===== config.mk =====
export PLATFORM = sky130hd
export DESIGN_NAME = count_sched
export DESIGN_NICKNAME = d
export VERILOG_FILES = /design/src/rtl/count_pkg.sv /design/src/rtl/ctr_sync.sv /design/src/rtl/count_sched.sv
export SDC_FILE = /design/constraint.sdc
export NUM_CORES = 1
export LEC_CHECK = 0
export CAP_MARGIN = 25
export CORE_UTILIZATION = 46
export DETAILED_ROUTE_END_ITERATION = 10
export HOLD_SLACK_MARGIN = 0.02
export PLACE_DENSITY = 0.76
export SYNTH_ARGS = -nofsm -noshare
export SYNTH_HDL_FRONTEND = slang
export SYNTH_SLANG_ARGS = --single-unit

===== constraint.sdc =====
create_clock -name clock -period 2.05 [get_ports clock]
set_input_delay 0.41 -clock clock [delete_from_list [all_inputs] [get_ports clock]]
set_output_delay 0.41 -clock clock [all_outputs]
set_load 0.02 [all_outputs]

===== src/rtl/count_pkg.sv =====
// Shared FSM encoding and default geometry for the count scheduler.
package count_pkg;

   localparam int unsigned NREQ_DEF = 4;
   localparam int unsigned W_DEF    = 4;

   localparam logic [1:0] ST_IDLE  = 2'd0;
   localparam logic [1:0] ST_COUNT = 2'd1;
   localparam logic [1:0] ST_DONE  = 2'd2;

endpackage


===== src/rtl/ctr_sync.sv =====
// W-bit up counter with synchronous clear (priority) and count enable.
module ctr_sync #(
   parameter int unsigned W = 4
) (
   input  logic         clock,
   input  logic         clear,
   input  logic         en,
   output logic [W-1:0] count
);

   logic [W-1:0] count_q;
   logic [W-1:0] count_d;

   always_comb begin
      count_d = count_q;
      if (clear) begin
         count_d = '0;
      end else if (en) begin
         count_d = count_q + W'(1);
      end
   end

   always_ff @(posedge clock) begin
      count_q <= count_d;
   end

   assign count = count_q;

endmodule


===== src/rtl/count_sched.sv =====
// Round-robin scheduler granting one shared up counter to NREQ requesters;
// each grant counts len ticks, then pulses done to the owner.
module count_sched
   import count_pkg::*;
#(
   parameter int unsigned NREQ = NREQ_DEF,
   parameter int unsigned W    = W_DEF
) (
   input  logic              clock,
   input  logic              reset,
   input  logic [NREQ-1:0]   req,
   input  logic [NREQ*W-1:0] len,
   input  logic              tick,
   output logic [NREQ-1:0]   gnt,
   output logic [NREQ-1:0]   done,
   output logic              busy,
   output logic [W-1:0]      count_out
);

   localparam int unsigned IW = (NREQ > 1) ? $clog2(NREQ) : 1;

   logic [1:0]      state_q, state_d;
   logic [NREQ-1:0] gnt_q, gnt_d;
   logic [NREQ-1:0] done_q, done_d;
   logic            busy_q, busy_d;
   logic [IW-1:0]   win_q, win_d;
   logic [IW-1:0]   last_q, last_d;
   logic [W-1:0]    len_q, len_d;

   logic            found_c;
   logic [IW-1:0]   pick_c;
   logic            ctr_clr_c;
   logic            ctr_en_c;
   logic [W-1:0]    count_c;

   // Round-robin search starting just after the last served requester.
   always_comb begin
      int unsigned idx;
      found_c = 1'b0;
      pick_c  = '0;
      idx     = 0;
      for (int unsigned k = 0; k < NREQ; k++) begin
         idx = (32'(last_q) + 32'd1 + k) % NREQ;
         if (!found_c && req[idx]) begin
            found_c = 1'b1;
            pick_c  = IW'(idx);
         end
      end
   end

   always_comb begin
      state_d   = state_q;
      gnt_d     = gnt_q;
      done_d    = '0;
      win_d     = win_q;
      last_d    = last_q;
      len_d     = len_q;
      ctr_clr_c = 1'b0;
      ctr_en_c  = 1'b0;
      case (state_q)
         ST_IDLE: begin
            if (found_c) begin
               state_d   = ST_COUNT;
               gnt_d     = NREQ'(1) << pick_c;
               win_d     = pick_c;
               len_d     = len[32'(pick_c)*W +: W];
               ctr_clr_c = 1'b1;
            end
         end
         ST_COUNT: begin
            // Owner withdrawing its request wins over a same-cycle terminal count.
            if (!req[win_q]) begin
               state_d = ST_IDLE;
               gnt_d   = '0;
               last_d  = win_q;
            end else if (tick) begin
               ctr_en_c = 1'b1;
               if (count_c == W'(len_q - W'(1))) begin
                  state_d = ST_DONE;
                  gnt_d   = '0;
                  done_d  = gnt_q;
                  last_d  = win_q;
               end
            end
         end
         ST_DONE: begin
            state_d = ST_IDLE;
         end
         default: begin
            state_d = ST_IDLE;
            gnt_d   = '0;
         end
      endcase
      busy_d = (state_d != ST_IDLE);
   end

   always_ff @(posedge clock) begin
      if (reset) begin
         state_q <= ST_IDLE;
         gnt_q   <= '0;
         done_q  <= '0;
         busy_q  <= 1'b0;
         win_q   <= '0;
         last_q  <= IW'(NREQ - 1);
         len_q   <= '0;
      end else begin
         state_q <= state_d;
         gnt_q   <= gnt_d;
         done_q  <= done_d;
         busy_q  <= busy_d;
         win_q   <= win_d;
         last_q  <= last_d;
         len_q   <= len_d;
      end
   end

   ctr_sync #(.W(W)) u_ctr (
      .clock (clock),
      .clear (reset | ctr_clr_c),
      .en    (ctr_en_c),
      .count (count_c)
   );

   assign gnt       = gnt_q;
   assign done      = done_q;
   assign busy      = busy_q;
   assign count_out = count_c;

endmodule


==> results of run 1 <==
power by group through the flow:
| stage | combinational (mW) | clock, mW | sequential [mW] |
|---|---|---|---|
| after floorplan | 0.195 | 0 | 0.520 |
| after global placement | 0.305 | 0 | 0.520 |
| after detailed placement | 0.317 | 0 | 0.521 |
| after CTS | 0.318 | 0.216 | 0.512 |
| after global routing | 0.349 | 0.231 | 0.517 |
| final | 0.318 | 0.212 | 0.512 |
cell usage after synthesis, types with 3 or more instances:
cell,n,area [um^2]
dfxtp_1,23,460.4
nor2_1,18,67.56
a21oi_1,9,45.04
nand2_1,9,33.78
nand3_1,5,25.02
nand3b_1,5,37.54
nor3_1,5,25.02
xnor2_1,5,43.79
a221oi_1,4,35.03
a311oi_1,4,35.03
and2_1,4,25.02
inv_1,4,15.01
mux2i_1,4,40.04
o21ai_1,4,20.02
xor2_1,4,35.03
a31oi_1,3,18.77
buf_6,3,33.78
clkbuf_1,3,11.26
kinds of logic (layout without fill, tap and decap cells):
group                    after synthesis  in the layout  share of synthesized area, %
adder cells (fa/ha/maj)                2              2                         2.085
multiplexers                           5              5                         5.214
buffers and inverters                 13             55                         6.256
AND/OR/NAND/NOR                       55             55                         23.25
XOR/XNOR                               9              9                         6.569
AO/OA/AOI/OAI                         32             32                         18.25
flip-flops                            23             23                         38.37
layer usage:
metal	share of wire (%)	vias up
li1	-	584
met1	44	553
met2	50	38
met3	4.6	5
met4	1.4	0
met5	0	-
critical path, delay by kind of cell:
kind | cells | cell delay, ps
buffers and inverters | 1 | 560
multiplexers | 1 | 570
AND/OR/NAND/NOR | 3 | 460
XOR/XNOR | 1 | 170
area by class of cell:
cell class / count / share of cell area (%)
Multi-Input combinational cell: 103 / 40.56
Sequential cell: 23 / 27.90
Timing Repair Buffer: 47 / 26.69
Tap cell: 30 / 2.274
Clock buffer: 3 / 1.365
Inverter: 4 / 0.9098
Clock inverter: 1 / 0.3033
worst paths after layout:
check	from	endpoint	cells past startpoint
setup / recovery	req[0]	u_ctr.count[3]	6
hold / removal	gnt[1]	done[1]	1
setup reg to reg	len_q[1]	done[2]	7
hold reg to reg	gnt[1]	done[1]	1
per-stage QoR:
step / setup TNS [ps] / setup WS [ps]
finish: 0 / 112.4
global route: 0 / 20.25
CTS: 0 / 109.7
detailed placement: -3985 / -398.8
global placement: -2256 / -239.7
floorplan: 0 / 330.6
flip-flops by register name, indices dropped and copies added (netlist names):
signal / cells
state_q: 2
len_q: 4
u_ctr.count: 4
win_q: 2
gnt: 4
last_q: 2
done: 4
busy: 1
==> results.cfg, run 1 <==
[timing]
worstMarginPinSlew_ps = 581.6
setup_viol = 0
slew_violations = 0
final_hold_viol_count = 0
fin_crit_ps = 1938
grt_setup_unrepaired = no
period_share_pct = 94.52
fmax_mhz = 516.1
fin_worst_skew_ps = 1.934
max_slew_margin_pct = 61.01
whs_ps = 500.4

[hold_path]
min_path_type = reg2reg

[floorplan]
dieWidth_um = 53.08
rows = 18
start_util_pct = 48.43
ios = 36
fp.coreArea_um2 = 2477
die_y_um = 53.08
dieArea_um2 = 2817

[logic_synthesis]
syn_area_um2 = 1200
ys_seq_elements = 23
yosys_warnings = 0
avgSynthCellArea_um2 = 8.632
synth_edf_count = 0
syn_inst = 139
seq_area_frac_synth_pct = 38.37
ys_dominant_reg_cell = dfxtp_1
synth.distinct_cells = 37
syn_nets = 164
async_reset_ff_share_pct = 0

[clocking]
ctsHoldBuffers = 0
cts_resized = 1
cts-root-buf = clkbuf_4
htree_levels = 1
postCtsSetupRepairBufs = 0
clock_path_buffers = 2
clock_latency_ps = 320
cts_tree = yes
clk_pin_slew_worst_paths_ps = 120
cts_made_buffers = 3
clkSinkCount = 23

[global_route]
grt_busiest_layer = met2
grtUsageTotal_pct = 22.63
antenna_found_initial = 0
grt_overflow = 0
grt_max_degree = 14
grtUsageMet3_pct = 3.448
use_met2_pct = 41.14
grt_first_pass_wirelength_mm = 4.540
grt_pass1_vias = 1031
grtUsageMet1_pct = 25.95

[worst_setup_path]
critical_path_class = in2reg
r2r_setup_slack_ps = 200
crit_arrival_ps = 2160
crit_slowest_cell = mux4_2
slowest_delay_ps = 570
critPathMaxFanout = 8
startpoint_type = primary input
required_ps = 2270
cp-end-kind = flip-flop
cp_cell_sequence = clkdlybuf4s50_1 -> mux4_2 -> and3_1 -> nand4_1 -> xor2_1 -> nor2_1

[power_and_ir_drop]
switching_share_pct = 30.92
p_comb_share_pct = 30.5
power_mw = 1.042
power_density_nw_per_um2 = 631.6
leakage_nw = 0.6281
power_frac_clock_pct = 20.3
power_switching_uw = 322.3
p_int_uw = 720.0
power_frac_seq_pct = 49.1
worst_ir_drop_vdd_mv = 0.3934

[cells_and_area]
layout_commonest_cell = clkdlybuf4s50_1
fin_nets = 207
fin_cells = 211
final_area_um2 = 1650
regArea_um2 = 460.4
final_util_pct = 66.62
n_fill_cell = 212
drive_above_1_share_pct = 11.05
final_cell_mix = clkdlybuf4s50_1, dfxtp_1, nor2_1
multi_input_area_um2 = 669.4
synthToLayoutAreaGrowth_pct = 37.54
antenna_cells = 0

[drt]
ant_nets = 0
via_per_inst = 5.592
wire_per_inst_um = 13.38
drtIter0Drc = 28
wl_mm = 2.824
firstDrtPassIters = 4
route.detailed.drc = 0
via_count = 1180

[place]
dp.cells = 207
place_hpwl_mm = 2.243
io_buffers = 35
place_congestion = 0.9053
post_dp_cell_area_um2 = 1618

[status]
status = complete, no violations

[job]
max_cap_violations = 0
Power figures use the tool's default switching activity.
==> run 2: changes to the inputs <==
--- a/config.mk
+++ b/config.mk
@@ -6,6 +6,7 @@
 export NUM_CORES = 1
 export LEC_CHECK = 0
 export CAP_MARGIN = 25
+export CORE_MARGIN = 3
 export CORE_UTILIZATION = 46
 export DETAILED_ROUTE_END_ITERATION = 10
 export HOLD_SLACK_MARGIN = 0.02
==> run 2 against run 1 <==
Setup slack better by 14 ps. Clock-buffer cell count did not move. Global-route usage decreased by 3.7 points. Fmax is 0.71% higher. Die area is 16% higher. Final area is 0.30% lower. Critical path depth up 1. Combinational power barely moved.
==> results.cfg, run 2 (synthesis gave the netlist of run 1 again) <==
[timing]
fmax_mhz = 519.7
worstMarginPinSlew_ps = 632.1
fin_worst_skew_ps = 4.147
final_hold_viol_count = 0
max_slew_margin_pct = 57.63
setup_viol = 0
slew_violations = 0
grt_setup_unrepaired = no
final.setup.worst_slack_ps = 125.9
fin_crit_ps = 1924
period_share_pct = 93.86

[floorplan]
dieWidth_um = 57.08
rows = 17
dieArea_um2 = 3258
ios = 36
fp.coreArea_um2 = 2340
die_y_um = 57.08
start_util_pct = 51.28

[power_and_ir_drop]
power_frac_seq_pct = 49.1
switching_share_pct = 31.52
power_frac_clock_pct = 20.4
power_switching_uw = 330.5
p_int_uw = 718.0
leakage_nw = 0.6233
p_comb_share_pct = 30.5
worst_ir_drop_vdd_mv = 0.5165
power_mw = 1.049
power_density_nw_per_um2 = 637.3

[drt]
wire_per_inst_um = 15.00
ant_nets = 0
met1_length_mm = 1.324
firstDrtPassIters = 4
route.detailed.drc = 0
drtIter0Drc = 33
route.met3.wl_um = 148
wl_mm = 3.119
top_layer = met4
via_count = 1168
via_per_inst = 5.615
dr_wl_met2_mm = 1.610

[clocking]
clock_latency_ps = 320
cts_made_buffers = 3
cts_tree = yes
clock_path_buffers = 2
cts-root-buf = clkbuf_4
ctsHoldBuffers = 0
clkSinkCount = 23
htree_levels = 1
clk_pin_slew_worst_paths_ps = 130

[place]
dp.cells = 204
place_ws_ps = -241.6
io_buffers = 35
place_hpwl_mm = 2.487
place_congestion = 0.7820
post_dp_cell_area_um2 = 1608

[cells_and_area]
synthToLayoutAreaGrowth_pct = 37.12
fin_cells = 208
layout_commonest_cell = clkdlybuf4s50_1
final_cell_mix = clkdlybuf4s50_1, dfxtp_1, nor2_1
n_fill_cell = 199
drive_above_1_share_pct = 11.11
fin_nets = 206
final_area_um2 = 1645
antenna_cells = 0

[job]
max_cap_violations = 0

[worst_setup_path]
required_ps = 2280
r2r_setup_slack_ps = 210
cp-end-kind = flip-flop
startpoint_type = primary input
critPathMaxFanout = 10
crit_arrival_ps = 2150
critical_path_class = in2reg

[global_route]
grtUsageTotal_pct = 18.92
grt_first_pass_wirelength_mm = 5.023
antenna_found_initial = 0
grt_pass1_vias = 1170
grt_overflow = 0
grt_max_degree = 15

[status]
status = complete, no violations

[hold_path]
min_path_type = reg2reg
[run 2: changes by cell type in the layout (fill, tap and decap cells not counted)]
cell    delta
buf_4      -1
nor3_1     -1
nor3_2     +1
[run 2: area by class of cell]
type	count	area [um^2]	area share (%)
timing repair buffer	46	432.9	26.31
clock inverter	1	5.005	0.3042
sequential	23	460.4	27.98
clock buffer	3	22.52	1.369
inverter	4	15.01	0.9125
tap	28	35.03	2.129
multi-input combinational	103	674.4	40.99
[run 2: final timing paths]
kind	start	endpoint	cells after the start
max	req[0]	len_q[0]	7
min	gnt[3]	done[3]	1
max reg2reg	len_q[1]	last_q[0]	7
min reg2reg	gnt[3]	done[3]	1
[run 2: power by group through the flow]
stage                     Sequential, mW  Combinational (mW)  Clock (mW)
after floorplan                    0.520               0.195           0
after global placement             0.521               0.301           0
final                              0.515               0.320       0.213
after detailed placement           0.523               0.317           0
after CTS                          0.513               0.318       0.215
after global routing               0.519               0.344       0.238
[run 2: stage by stage]
stage	utilization (%)	setup TNS (ps)	hold slack, ps
floorplan	-	0	454.7
global placement	68.72	-817.2	466.5
detailed placement	68.72	-1712	474.8
CTS	69.89	0	501.5
global route	70.32	0	528.0
finish	70.32	0	503.3
[run 2: what timing repair did]
item	in CTS	in global routing
gates resized for setup	0	2
buffers inserted	0	0
endpoints found under the setup margin	0	4
[run 2: metal layers]
layer	track usage, %	vias up
li1	-	583
met1	22.45	544
met2	34.09	35
met3	3.846	6
met4	5.629	0
met5	0	-
[run 2: critical path: stages]
cell and delay [ps]:
clkdlybuf4s50_1 480, buf_4 190, nor2b_2 160, a21oi_1 70, o221a_1 350, nand3b_1 210, a311oi_1 290
